<file path="src/rtl/pe_array_feeder.sv">
// pe_array_feeder: job sequencer and skew feeder for the weight-stationary N x N INT8 PE array.
// Each job clears the accumulators, loads N weight columns, waits for the load wavefront
// to cross the array, then streams K activation vectors with a one-cycle-per-row skew.
module pe_array_feeder #(
    parameter int unsigned N  = 14,
    parameter int unsigned KW = 16
) (
    input  logic             i_clk,
    input  logic             i_rst_n,
    input  logic             i_start,
    input  logic [KW-1:0]    i_k_len,
    input  logic             i_w_valid,
    output logic             o_w_ready,
    input  logic [N*8-1:0]   i_w_data,
    input  logic             i_a_valid,
    output logic             o_a_ready,
    input  logic [N*8-1:0]   i_a_data,
    output logic             o_pe_clr,
    output logic             o_pe_load_weight,
    output logic [N*8-1:0]   o_pe_b,
    output logic [N*8-1:0]   o_pe_a,
    output logic [N-1:0]     o_pe_en,
    output logic             o_busy,
    output logic             o_done
);

    // Column / wait / drain counter width; one counter serves all N-length phases.
    localparam int unsigned   CW       = (N > 1) ? $clog2(N) : 1;
    localparam logic [CW-1:0] LAST_IDX = CW'(N - 1);

    typedef enum logic [2:0] {
        S_IDLE     = 3'd0,
        S_CLEAR    = 3'd1,
        S_LOAD     = 3'd2,
        S_WAIT_WGT = 3'd3,
        S_STREAM   = 3'd4,
        S_DRAIN    = 3'd5,
        S_DONE     = 3'd6
    } state_t;

    state_t          r_state;
    logic [KW-1:0]   r_k_len;
    logic [KW-1:0]   r_beat_cnt;
    logic [CW-1:0]   r_tmr;
    logic            r_w_ready;
    logic            r_a_ready;
    logic            r_pe_clr;
    logic            r_pe_load_weight;
    logic [N*8-1:0]  r_pe_b;
    logic            r_busy;
    logic            r_done;

    logic            w_w_acc;
    logic            w_a_acc;

    // Handshakes: ready is only ever raised in the phase that consumes that stream.
    assign w_w_acc = r_w_ready & i_w_valid;
    assign w_a_acc = r_a_ready & i_a_valid;

    // Job sequencer with registered control outputs; strobes default low every cycle.
    always_ff @(posedge i_clk) begin
        if (!i_rst_n) begin
            r_state          <= S_IDLE;
            r_k_len          <= '0;
            r_beat_cnt       <= '0;
            r_tmr            <= '0;
            r_w_ready        <= 1'b0;
            r_a_ready        <= 1'b0;
            r_pe_clr         <= 1'b0;
            r_pe_load_weight <= 1'b0;
            r_pe_b           <= '0;
            r_busy           <= 1'b0;
            r_done           <= 1'b0;
        end else begin
            r_pe_clr         <= 1'b0;
            r_pe_load_weight <= 1'b0;
            r_done           <= 1'b0;
            case (r_state)
                S_IDLE: begin
                    if (i_start) begin
                        r_k_len  <= i_k_len;
                        r_pe_clr <= 1'b1;
                        r_busy   <= 1'b1;
                        r_state  <= S_CLEAR;
                    end
                end
                S_CLEAR: begin
                    r_tmr     <= '0;
                    r_w_ready <= 1'b1;
                    r_state   <= S_LOAD;
                end
                S_LOAD: begin
                    if (w_w_acc) begin
                        r_pe_load_weight <= 1'b1;
                        r_pe_b           <= i_w_data;
                        if (r_tmr == LAST_IDX) begin
                            r_tmr     <= '0;
                            r_w_ready <= 1'b0;
                            r_state   <= S_WAIT_WGT;
                        end else begin
                            r_tmr <= r_tmr + CW'(1);
                        end
                    end
                end
                S_WAIT_WGT: begin
                    // N quiet cycles let the last load strobe reach column N-1.
                    if (r_tmr == LAST_IDX) begin
                        r_tmr      <= '0;
                        r_beat_cnt <= '0;
                        if (r_k_len == '0) begin
                            r_state <= S_DRAIN;
                        end else begin
                            r_a_ready <= 1'b1;
                            r_state   <= S_STREAM;
                        end
                    end else begin
                        r_tmr <= r_tmr + CW'(1);
                    end
                end
                S_STREAM: begin
                    if (w_a_acc) begin
                        if (r_beat_cnt == (r_k_len - KW'(1))) begin
                            r_beat_cnt <= '0;
                            r_a_ready  <= 1'b0;
                            r_state    <= S_DRAIN;
                        end else begin
                            r_beat_cnt <= r_beat_cnt + KW'(1);
                        end
                    end
                end
                S_DRAIN: begin
                    // N cycles flush the deepest skew row (N stages).
                    if (r_tmr == LAST_IDX) begin
                        r_tmr   <= '0;
                        r_done  <= 1'b1;
                        r_state <= S_DONE;
                    end else begin
                        r_tmr <= r_tmr + CW'(1);
                    end
                end
                S_DONE: begin
                    r_busy  <= 1'b0;
                    r_state <= S_IDLE;
                end
                default: begin
                    r_state <= S_IDLE;
                end
            endcase
        end
    end

    // Per-row skew: row r is an (r+1)-deep shift register of {en, act}; bubbles inject zeros.
    for (genvar r = 0; r < N; r++) begin : g_row
        logic [r:0][7:0] r_sk_a;
        logic [r:0]      r_sk_en;

        // Shift one stage per cycle; stage 0 takes the accepted beat or a zero bubble.
        always_ff @(posedge i_clk) begin
            if (!i_rst_n) begin
                r_sk_a  <= '0;
                r_sk_en <= '0;
            end else begin
                r_sk_a[0]  <= w_a_acc ? i_a_data[8*r +: 8] : 8'h00;
                r_sk_en[0] <= w_a_acc;
                for (int s = 1; s <= r; s++) begin
                    r_sk_a[s]  <= r_sk_a[s-1];
                    r_sk_en[s] <= r_sk_en[s-1];
                end
            end
        end

        assign o_pe_a[8*r +: 8] = r_sk_a[r];
        assign o_pe_en[r]       = r_sk_en[r];
    end

    assign o_w_ready        = r_w_ready;
    assign o_a_ready        = r_a_ready;
    assign o_pe_clr         = r_pe_clr;
    assign o_pe_load_weight = r_pe_load_weight;
    assign o_pe_b           = r_pe_b;
    assign o_busy           = r_busy;
    assign o_done           = r_done;

endmodule

</file>
<file path="config.mk">
export PLATFORM = sky130hd
export DESIGN_NAME = pe_array_feeder
export DESIGN_NICKNAME = d
export VERILOG_FILES = /design/src/rtl/pe_array_feeder.sv
export SDC_FILE = /design/constraint.sdc
export NUM_CORES = 1
export LEC_CHECK = 0
export CAP_MARGIN = 10
export CORE_ASPECT_RATIO = 2
export CORE_UTILIZATION = 50
export DETAILED_ROUTE_END_ITERATION = 7
export PLACE_DENSITY = 0.75
export SLEW_MARGIN = 20
export SYNTH_ARGS = -nofsm -noshare
export SYNTH_HDL_FRONTEND = slang
export SYNTH_SLANG_ARGS = --single-unit
</file>
<file path="constraint.sdc">
create_clock -name i_clk -period 2.8 [get_ports i_clk]
set_clock_uncertainty 0.15 [all_clocks]
set_input_delay 0.7 -clock i_clk [delete_from_list [all_inputs] [get_ports i_clk]]
set_output_delay 0.7 -clock i_clk [all_outputs]
set_load 0.01 [all_outputs]
</file>
==> out/results.txt, run 1 <==
Synth Register Bits -> 1,011
Hold Vio Cnt, Final -> 0
Cell Area, Synth -> 30,400 µm²
Status -> finished clean
Vias per cell -> 4.60
FFs w/ async S/R, synth -> 0
Worst rel slew slack -> 0.534
Fin crit share -> 0.920
WS Path Type -> register to register
Most numerous cell in the Yosys netlist -> dfxtp_1
Worst Tran Pin Value -> 697 ps
Seq/Total Area, Yosys -> 0.666
Worst R2R End -> r_beat_cnt[15]
Number of synthesized flops with an enable pin -> 0
First-pass GRT wire length -> 90.9 mm
Hold slack -> 261 ps
Grt total ovfl -> 0
Crit path to -> r_beat_cnt[15]
Io pins -> 489
Layout cells sized above 1 -> 0.0614
CP startpoint kind -> register
WP data arrival -> 2890 ps
Main flop type after synthesis -> dfxtp_1
Clock Power Share -> 0.423
CTS Root Cell -> clkbuf_16
Min Tclk post-route -> 2580 ps
RSZ-0062 raised after global routing -> false
Net Switching -> 5.68 mW
Max Root-Sink Buffers -> 3
1st-pass router iterations -> 5
Synth top area cells -> dfxtp_1 (67%), and2_1 (18%), nand2_1 (3.5%)
Die ar. -> 61,800 µm²
Maxcap violations -> 0
CP Data Required Time -> 3120 ps
Clock transition at path regs -> 70 ps
Core area -> 60,100 µm²
Worst reg2reg setup slack -> 220 ps
YS warnings -> 0
P_leak -> 15.1 nW
CP max stage delay -> 460 ps
Critical-path maximum fanout -> 13
CP Cell Sequence -> inv_1, ha_2, or4b_1, a311o_1, a21oi_2, nand4b_4, nor3_4, buf_12, nor3_1
DIE WIDTH -> 176 µm
Setup Buffers After CTS -> 0
Setup violators final -> 0
Reg2reg path depth -> 9
Num CTS Buffers -> 82
CTS tree -> yes
Initial Util -> 0.506
Hold_sp -> g_row[13].r_sk_a[79]
Die Y -> 351 µm
Final std cells w/o fill -> 3,920
Final WL -> 57.0 mm
Iter 0 DRT Violations -> 670
Post-synth top area cell -> dfxtp_1
Wirelength per Cell -> 14.5 µm
Critical path startpoint -> r_k_len[0]
Initial antenna violation count -> 3
# nets final -> 3,330
Part of the power in registers -> 0.536
Post-Synthesis Cells -> 2,733
Dpl hpwl -> 38.6 mm
Final Slew Violations -> 0
Worst reg2reg path startpoint -> r_k_len[0]
GR Util All Layers -> 0.185
Port Buf Inserts -> 488
Placement Cell Area -> 35,300 µm²
Post-cts hold buffer count -> 0
Sinks on Clock Net -> 1,011
Fin area -> 38,000 µm²
Combinational group share of total power -> 0.041
Worst hold-check path type -> register to register
DRC Markers -> 0
Slowest cell on the critical path -> or4b_1
Fillers -> 4,685
Post-route antenna net violation count -> 0
Largest net degree at the start of global routing -> 132
Post-synth cell types -> 53
P&R area growth vs syn -> 25.2%
F_max -> 388 MHz
Pwr/cell area -> 710 nW/µm²
Gpl congestion -> 0.820
Total negative slack -> 0 ps
Vias in the first global route -> 18,400
Inst Count DP -> 3,773
Avg Inst Size Synth -> 11.1 µm²
Switching Fraction -> 0.210
Worst-skew pair later-pin latency -> 620 ps
Synth cell count leaders -> dfxtp_1 (1,011), and2_1 (858), nand2_1 (280)
Peak VDD IR -> 0.000697 V
Rows -> 127
Power Internal -> 21.3 mW
DR vias -> 18,000
Htree depth -> 3
Crit. End Element -> register
Yosys top cell area share -> 0.666
Syn Nets -> 2,980
[how the worst min path moves through the flow]
stage	slack, ps	end	cells after the start
floorplan	260	g_row[10].r_sk_a[10]	1
global placement	260	g_row[3].r_sk_a[19]	1
detailed placement	270	g_row[10].r_sk_a[16]	1
CTS	250	o_pe_a[71]	2
global route	280	o_pe_b[23]	2
finish	260	g_row[13].r_sk_a[87]	1
[cells by family (layout without fill, tap and decap cells)]
logic type,Yosys count,after routing,share of synthesized area
and+or+nand+nor,1239,1239,0.233
DFF,1011,1011,0.666
buffers and inverters,266,676,0.0463
AOI/OAI and AO/OA,176,176,0.0423
xor gates and xnor gates,37,37,0.0107
adders and majority gates,2,2,0.000823
muxes,2,2,0.000659
other,0,3,0
[flip-flops by register name, summed over array words and instances (netlist names)]
name / flops
g_row.r_sk_en: 14
r_k_len: 16
g_row.r_sk_a: 736
r_state: 3
o_pe_b: 112
o_a_ready: 1
o_done: 1
o_pe_clr: 1
o_busy: 1
o_pe_load_weight: 1
o_w_ready: 1
r_beat_cnt: 16
o_pe_a: 104
r_tmr: 4
[timing repair]
| action | in CTS | in global routing |
|---|---|---|
| endpoints found under the hold margin | 0 | 0 |
| endpoints found under the setup margin | 0 | 14 |
| resized for setup | 0 | 1 |
[cell usage in the layout, fill, tap and decap left out, drive strengths merged, types with 3 or more instances in the layout]
cell type and instances:
dfxtp 1011, o2111ai 3, clkdlybuf4s50 487, nand4 11, nor4 3, and3 6, xor2 19, xnor2 18
a21oi 13, inv 15, nand2 280, a211oi 3, a21boi 129, bufinv 6, and2 858, nand4b 3
clkbuf 103, nor3 23, o31ai 4, diode 3, nor2 23, nand3 13, buf 36, o21ai 10
and4b 3, clkinvlp 4, clkinv 25, nor2b 6
[power by group through the flow]
stage	clock network, mW	logic (mW)	registers (mW)
final	11.4	1.10	14.5
after global routing	12.3	1.20	14.5
after CTS	11.8	1.11	14.5
after detailed placement	0	1.11	14.8
after global placement	0	1.09	14.8
after floorplan	0	0.498	14.8
[layout make-up]
class	instances	area (µm²)	area share
Clock inverter	41	474	0.0125
Timing Repair Buffer	523	5320	0.140
Multi-Input combinational cell	1456	8760	0.230
Clock buffer	103	2250	0.0592
Sequential cell	1011	20200	0.532
Antenna cell	3	7.51	0.000197
Tap cell	774	968	0.0255
Inverter	9	33.8	0.000888
[per-stage QoR]
stage                     setup WS, ps  power [mW]  utilization
after global routing              7.49        28.0        0.633
after global placement            79.4        15.9        0.588
after detailed placement           103        15.9        0.588
after CTS                          119        27.4        0.633
after floorplan                    274        15.3            -
final                              225        27.0        0.633
[critical path: cells and delay by family, from the launching register on]
kind	cells	cell delay [ps]
buffers and inverters	2	250
adder cells (fa/ha/maj)	1	290
flip-flops	1	360
AND/OR/NAND/NOR	4	860
AO/OA/AOI/OAI	2	510
[per-layer routing]
layer  wire, µm  track usage
met1      20700        0.182
met2      29500        0.347
met3       4760       0.0584
met4       2080       0.0848
met5         13            0
(Power assumes the default switching activity.)
==> inputs of run 2 (changes only) <==
--- a/config.mk
+++ b/config.mk
@@ -7,10 +7,9 @@
 export LEC_CHECK = 0
 export CAP_MARGIN = 10
 export CORE_ASPECT_RATIO = 2
-export CORE_UTILIZATION = 50
+export CORE_UTILIZATION = 30
 export DETAILED_ROUTE_END_ITERATION = 7
-export PLACE_DENSITY = 0.75
-export SLEW_MARGIN = 20
+export SLEW_MARGIN = 40
 export SYNTH_ARGS = -nofsm -noshare
 export SYNTH_HDL_FRONTEND = slang
 export SYNTH_SLANG_ARGS = --single-unit
==> run 2 against run 1 <==
Worst hold slack worse by 11 ps. Clock power increased by 16%. Combinational power decreased by 5%. Critical endpoint is now o_pe_en[10].
==> out/results.txt, run 2 (same netlist as run 1, synthesis figures left out) <==
Status -> finished clean
Reg with most FFs -> g_row.r_sk_a
Largest net degree at the start of global routing -> 161
Peak VDD IR -> 0.000676 V
Vias in the first global route -> 17,500
Min Tclk post-route -> 2690 ps
Num CTS Buffers -> 90
Iter 0 DRT Violations -> 542
Clock Power Share -> 0.460
Worst hold-check path type -> primary input to register
Initial Util -> 0.303
Port Buf Inserts -> 488
Total power -> 28.8 mW
Crit. End Element -> output pin
Maxcap violations -> 0
WS Path Type -> register to output pin
Wirelength per Cell -> 13.5 µm
CP bufs+invs -> 1
P&R area growth vs syn -> 29.4%
Combinational group share of total power -> 0.036
Hold_sp -> i_rst_n
WP data arrival -> 1840 ps
Worst Tran Pin Value -> 688 ps
Die Y -> 452 µm
Final core occ -> 0.393
Hold path depth -> 2
Sinks on Clock Net -> 1,011
CP startpoint kind -> register
DR vias -> 17,900
CP Data Required Time -> 1950 ps
Layout cells sized above 1 -> 0.0688
Vias per cell -> 3.98
WHS Endpoint -> o_pe_b[11]
RSZ-0062 raised after global routing -> false
Final Slew Violations -> 0
Power Internal -> 22.7 mW
CP max stage delay -> 640 ps
Reg2reg path depth -> 9
Worst-skew pair later-pin latency -> 680 ps
Io pins -> 489
GR Util All Layers -> 0.118
CP Cell Sequence -> clkdlybuf4s50_1
CTS Root Cell -> clkbuf_16
Clock transition at path regs -> 60 ps
CTS tree -> yes
Fin area -> 39,300 µm²
CP top delay family -> buffers and inverters
1st-pass router iterations -> 4
Initial antenna violation count -> 15
Crit. path cell count -> 1
Slowest cell on the critical path -> clkdlybuf4s50_1
Core area -> 100,000 µm²
DRC Markers -> 0
Gpl congestion -> 0.824
Fin crit share -> 0.960
Part of the power in registers -> 0.504
# nets final -> 3,341
Most frequent cells in the layout -> dfxtp_1 (1,011), and2_1 (858), clkdlybuf4s50_1 (487)
F_max -> 372 MHz
DIE WIDTH -> 227 µm
Hold Vio Cnt, Final -> 0
Pwr/cell area -> 732 nW/µm²
Most common cell after layout, fill and taps aside -> dfxtp_1
Worst reg2reg setup slack -> 140 ps
Total negative slack -> 0 ps
Dpl hpwl -> 40.7 mm
Net Switching -> 6.09 mW
Worst R2R End -> r_beat_cnt[15]
P_leak -> 15.3 nW
Die ar. -> 103,000 µm²
Setup violators final -> 0
Worst reg2reg path startpoint -> r_k_len[0]
Max reg flops -> 736
Post-cts hold buffer count -> 0
Max Root-Sink Buffers -> 3
Final WL -> 60.6 mm
Switching Fraction -> 0.212
Grt total ovfl -> 0
First-pass GRT wire length -> 93.2 mm
Rows -> 164
Critical-path maximum fanout -> 2
Worst rel slew slack -> 0.540
Post-route antenna net violation count -> 0
Placement Cell Area -> 36,000 µm²
Htree depth -> 3
==> run 2: worst max path at each step <==
stage                           from              to  slack [ps]
3_5_place_dp              r_k_len[0]  r_beat_cnt[15]         130
4_1_cts        g_row[11].r_sk_en[10]     o_pe_en[10]           8
2_1_floorplan             r_k_len[0]  r_beat_cnt[10]         270
3_3_place_gp               i_a_valid  r_beat_cnt[14]         150
5_1_grt        g_row[11].r_sk_en[10]     o_pe_en[10]           1
6_report       g_row[11].r_sk_en[10]     o_pe_en[10]         110
==> run 2: final cells by class <==
| type | count | area (µm²) |
|---|---|---|
| clock buffers | 114 | 2480 |
| diodes | 5 | 12.5 |
| clock inverters | 52 | 791 |
| fillers | 9866 | 60800 |
| repair buffers | 526 | 5330 |
| flip-flops and latches | 1011 | 20200 |
| well taps | 1328 | 1660 |
| multi-input cells | 1456 | 8760 |
| inverters | 9 | 33.8 |
==> run 2: metrics by stage <==
step / hold slack, ps / worst slack [ps] / std cells
2_1_floorplan: 262 / 274 / 2733
3_3_place_gp: 263 / 150 / 4330
3_5_place_dp: 267 / 131 / 4330
4_1_cts: 194 / 8.02 / 4496
5_1_grt: 226 / 1.45 / 4497
6_report: 250 / 112 / 4501
==> run 2: power groups by stage <==
stage	clock [mW]	combinational, mW	sequential [mW]
floorplan	0	0.498	14.8
global placement	0	1.04	14.8
detailed placement	0	1.05	14.8
CTS	13.8	1.06	14.5
global route	14.4	1.15	14.5
finish	13.2	1.04	14.5
==> run 2: routing by layer <==
layer	track usage	vias up	share of wire	wire length [µm]
li1	-	9090	-	-
met1	0.115	8085	0.37	22300
met2	0.198	601	0.47	28200
met3	0.0575	134	0.12	7240
met4	0.0709	22	0.044	2690
met5	0	-	0.0024	143
==> run 2: timing repair <==
item                                   CTS  global route
setup endpoints to repair                0            11
gates resized for setup                  0             1
buffers inserted                         0             0
endpoints found under the hold margin    0             0
==> inputs of run 3 (changes only) <==
--- a/config.mk
+++ b/config.mk
@@ -9,6 +9,7 @@
 export CORE_ASPECT_RATIO = 2
 export CORE_UTILIZATION = 30
 export DETAILED_ROUTE_END_ITERATION = 7
+export SETUP_SLACK_MARGIN = 0.3
 export SLEW_MARGIN = 40
 export SYNTH_ARGS = -nofsm -noshare
 export SYNTH_HDL_FRONTEND = slang
==> run 3 against run 2 <==
Via count rose by 0.66%. Power down 0.36%. Wire length increased by 3.1%. Critical path depth up 9. Cell count about the same. Largest cell class unchanged. Largest power group unchanged. Highest routed layer unchanged.
==> out/results.txt, run 3 (same netlist as run 1, synthesis figures left out) <==
Setup violators final -> 0
Switching Fraction -> 0.211
DR vias -> 18,100
Status -> finished clean
CP Cell Sequence -> inv_2, ha_4, or4b_4, a311o_1, a21oi_2, nand4b_4, nor3_4, buf_4, buf_12, nor3_1
Min Tclk post-route -> 2530 ps
Dpl hpwl -> 42.0 mm
CP max stage delay -> 450 ps
Pwr/cell area -> 731 nW/µm²
DIE WIDTH -> 227 µm
First-pass GRT wire length -> 95.5 mm
DRC Markers -> 0
CTS Root Cell -> clkbuf_16
Io pins -> 489
F_max -> 396 MHz
Hold Vio Cnt, Final -> 0
WS Path Type -> register to register
Rows -> 164
Worst rel slew slack -> 0.521
Total power -> 28.7 mW
Final std cells w/o fill -> 4,500
# nets final -> 3,339
Critical-path maximum fanout -> 7
Most frequent cells in the layout -> dfxtp_1 (995), and2_1 (858), clkdlybuf4s50_1 (383)
Largest net degree at the start of global routing -> 191
CP startpoint kind -> register
Crit. End Element -> register
Total negative slack -> 0 ps
Max Root-Sink Buffers -> 3
Worst hold-check path type -> register to register
Htree depth -> 3
CP Data Required Time -> 3150 ps
Hold path depth -> 1
Wirelength per Cell -> 13.9 µm
Vias per cell -> 4.01
Peak VDD IR -> 0.000599 V
Grt total ovfl -> 0
1st-pass router iterations -> 5
Post-route antenna net violation count -> 0
Vias in the first global route -> 17,500
Initial antenna violation count -> 22
Gpl congestion -> 0.824
P&R area growth vs syn -> 29.0%
Sinks on Clock Net -> 1,011
Fin crit share -> 0.902
Die ar. -> 103,000 µm²
Power Internal -> 22.6 mW
Worst Tran Pin Value -> 716 ps
Port Buf Inserts -> 488
Max reg flops -> 736
GR Util All Layers -> 0.121
Most common cell after layout, fill and taps aside -> dfxtp_1
Post-cts hold buffer count -> 0
P_leak -> 16.0 nW
Part of the power in registers -> 0.505
RSZ-0062 raised after global routing -> true
Final Slew Violations -> 0
WP data arrival -> 2880 ps
Die Y -> 452 µm
Clock Power Share -> 0.457
Initial Util -> 0.303
Reg2reg path depth -> 10
Maxcap violations -> 0
Worst-skew pair later-pin latency -> 680 ps
Slowest cell on the critical path -> or4b_4
Layout cells sized above 1 -> 0.0727
Net Switching -> 6.04 mW
Num CTS Buffers -> 87
Reg with most FFs -> g_row.r_sk_a
Combinational group share of total power -> 0.037
CTS tree -> yes
Clock transition at path regs -> 70 ps
Iter 0 DRT Violations -> 677
Core area -> 100,000 µm²
Inst Count DP -> 4,322
Final WL -> 62.5 mm
==> run 3: changes by cell type in the layout (fill, tap and decap cells not counted), sizes merged <==
cell,before,now
bufinv,14,16
clkinv,27,22
clkdlybuf4s50,487,383
dlymetal6s2s,0,12
diode,5,8
dlygate4sd2,0,92
inv,12,14
clkinvlp,8,3
buf,39,40
clkbuf,114,115
==> run 3: worst paths after layout <==
kind	from	slack (ps)	end
setup / recovery	r_k_len[0]	270	r_beat_cnt[15]
setup reg to reg	r_k_len[0]	270	r_beat_cnt[15]
hold reg to reg	g_row[4].r_sk_a[18]	260	g_row[4].r_sk_a[26]
hold / removal	g_row[4].r_sk_a[18]	260	g_row[4].r_sk_a[26]
==> run 3: what timing repair did <==
action,CTS,global route
gates cloned,1,0
gates resized for setup,116,18
setup buffers,5,3
pin swaps,0,2
setup endpoints to repair,109,27
==> run 3: cell type report <==
type                       instances  area (µm²)
tap                             1328        1660
sequential                      1011       20300
clock inverter                    46         793
multi-input combinational       1456        8800
fill                            9926       60900
timing repair buffer             527        5220
antenna                            8        20.0
clock buffer                     115        2400
inverter                           9        33.8
==> run 3: critical path: cells and delay by family, from the launching register on <==
kind | cells | cell delay, ps
buffers and inverters | 3 | 320
adders and majority gates | 1 | 150
and+or+nand+nor | 4 | 860
DFF | 1 | 370
AOI/OAI and AO/OA | 2 | 490
==> run 3: metrics by stage <==
stage	hold WS, ps	setup slack, ps	util	instance area (µm²)
4_1_cts	259	162	0.390	39100
5_1_grt	274	151	0.391	39200
2_1_floorplan	262	360	-	30400
6_report	264	273	0.391	39200
3_5_place_dp	267	147	0.359	35900
3_3_place_gp	263	229	0.359	35900
==> run 3: metal layers <==
layer  routed length, µm  vias up  track usage  share of wire
li1                    -     9084            -              -
met4                3190       28       0.0803          0.051
met2               29100      637        0.202           0.47
met5                 177        -            0         0.0028
met3                7540      144       0.0588           0.12
met1               22400     8158        0.118           0.36
==> run 3: power by group through the flow <==
stage / combinational [mW] / clock, mW / sequential, mW
after global placement: 1.04 / 0 / 14.8
after detailed placement: 1.05 / 0 / 14.8
after floorplan: 0.499 / 0 / 14.8
after CTS: 1.07 / 13.7 / 14.5
after global routing: 1.17 / 14.2 / 14.5
final: 1.07 / 13.1 / 14.5
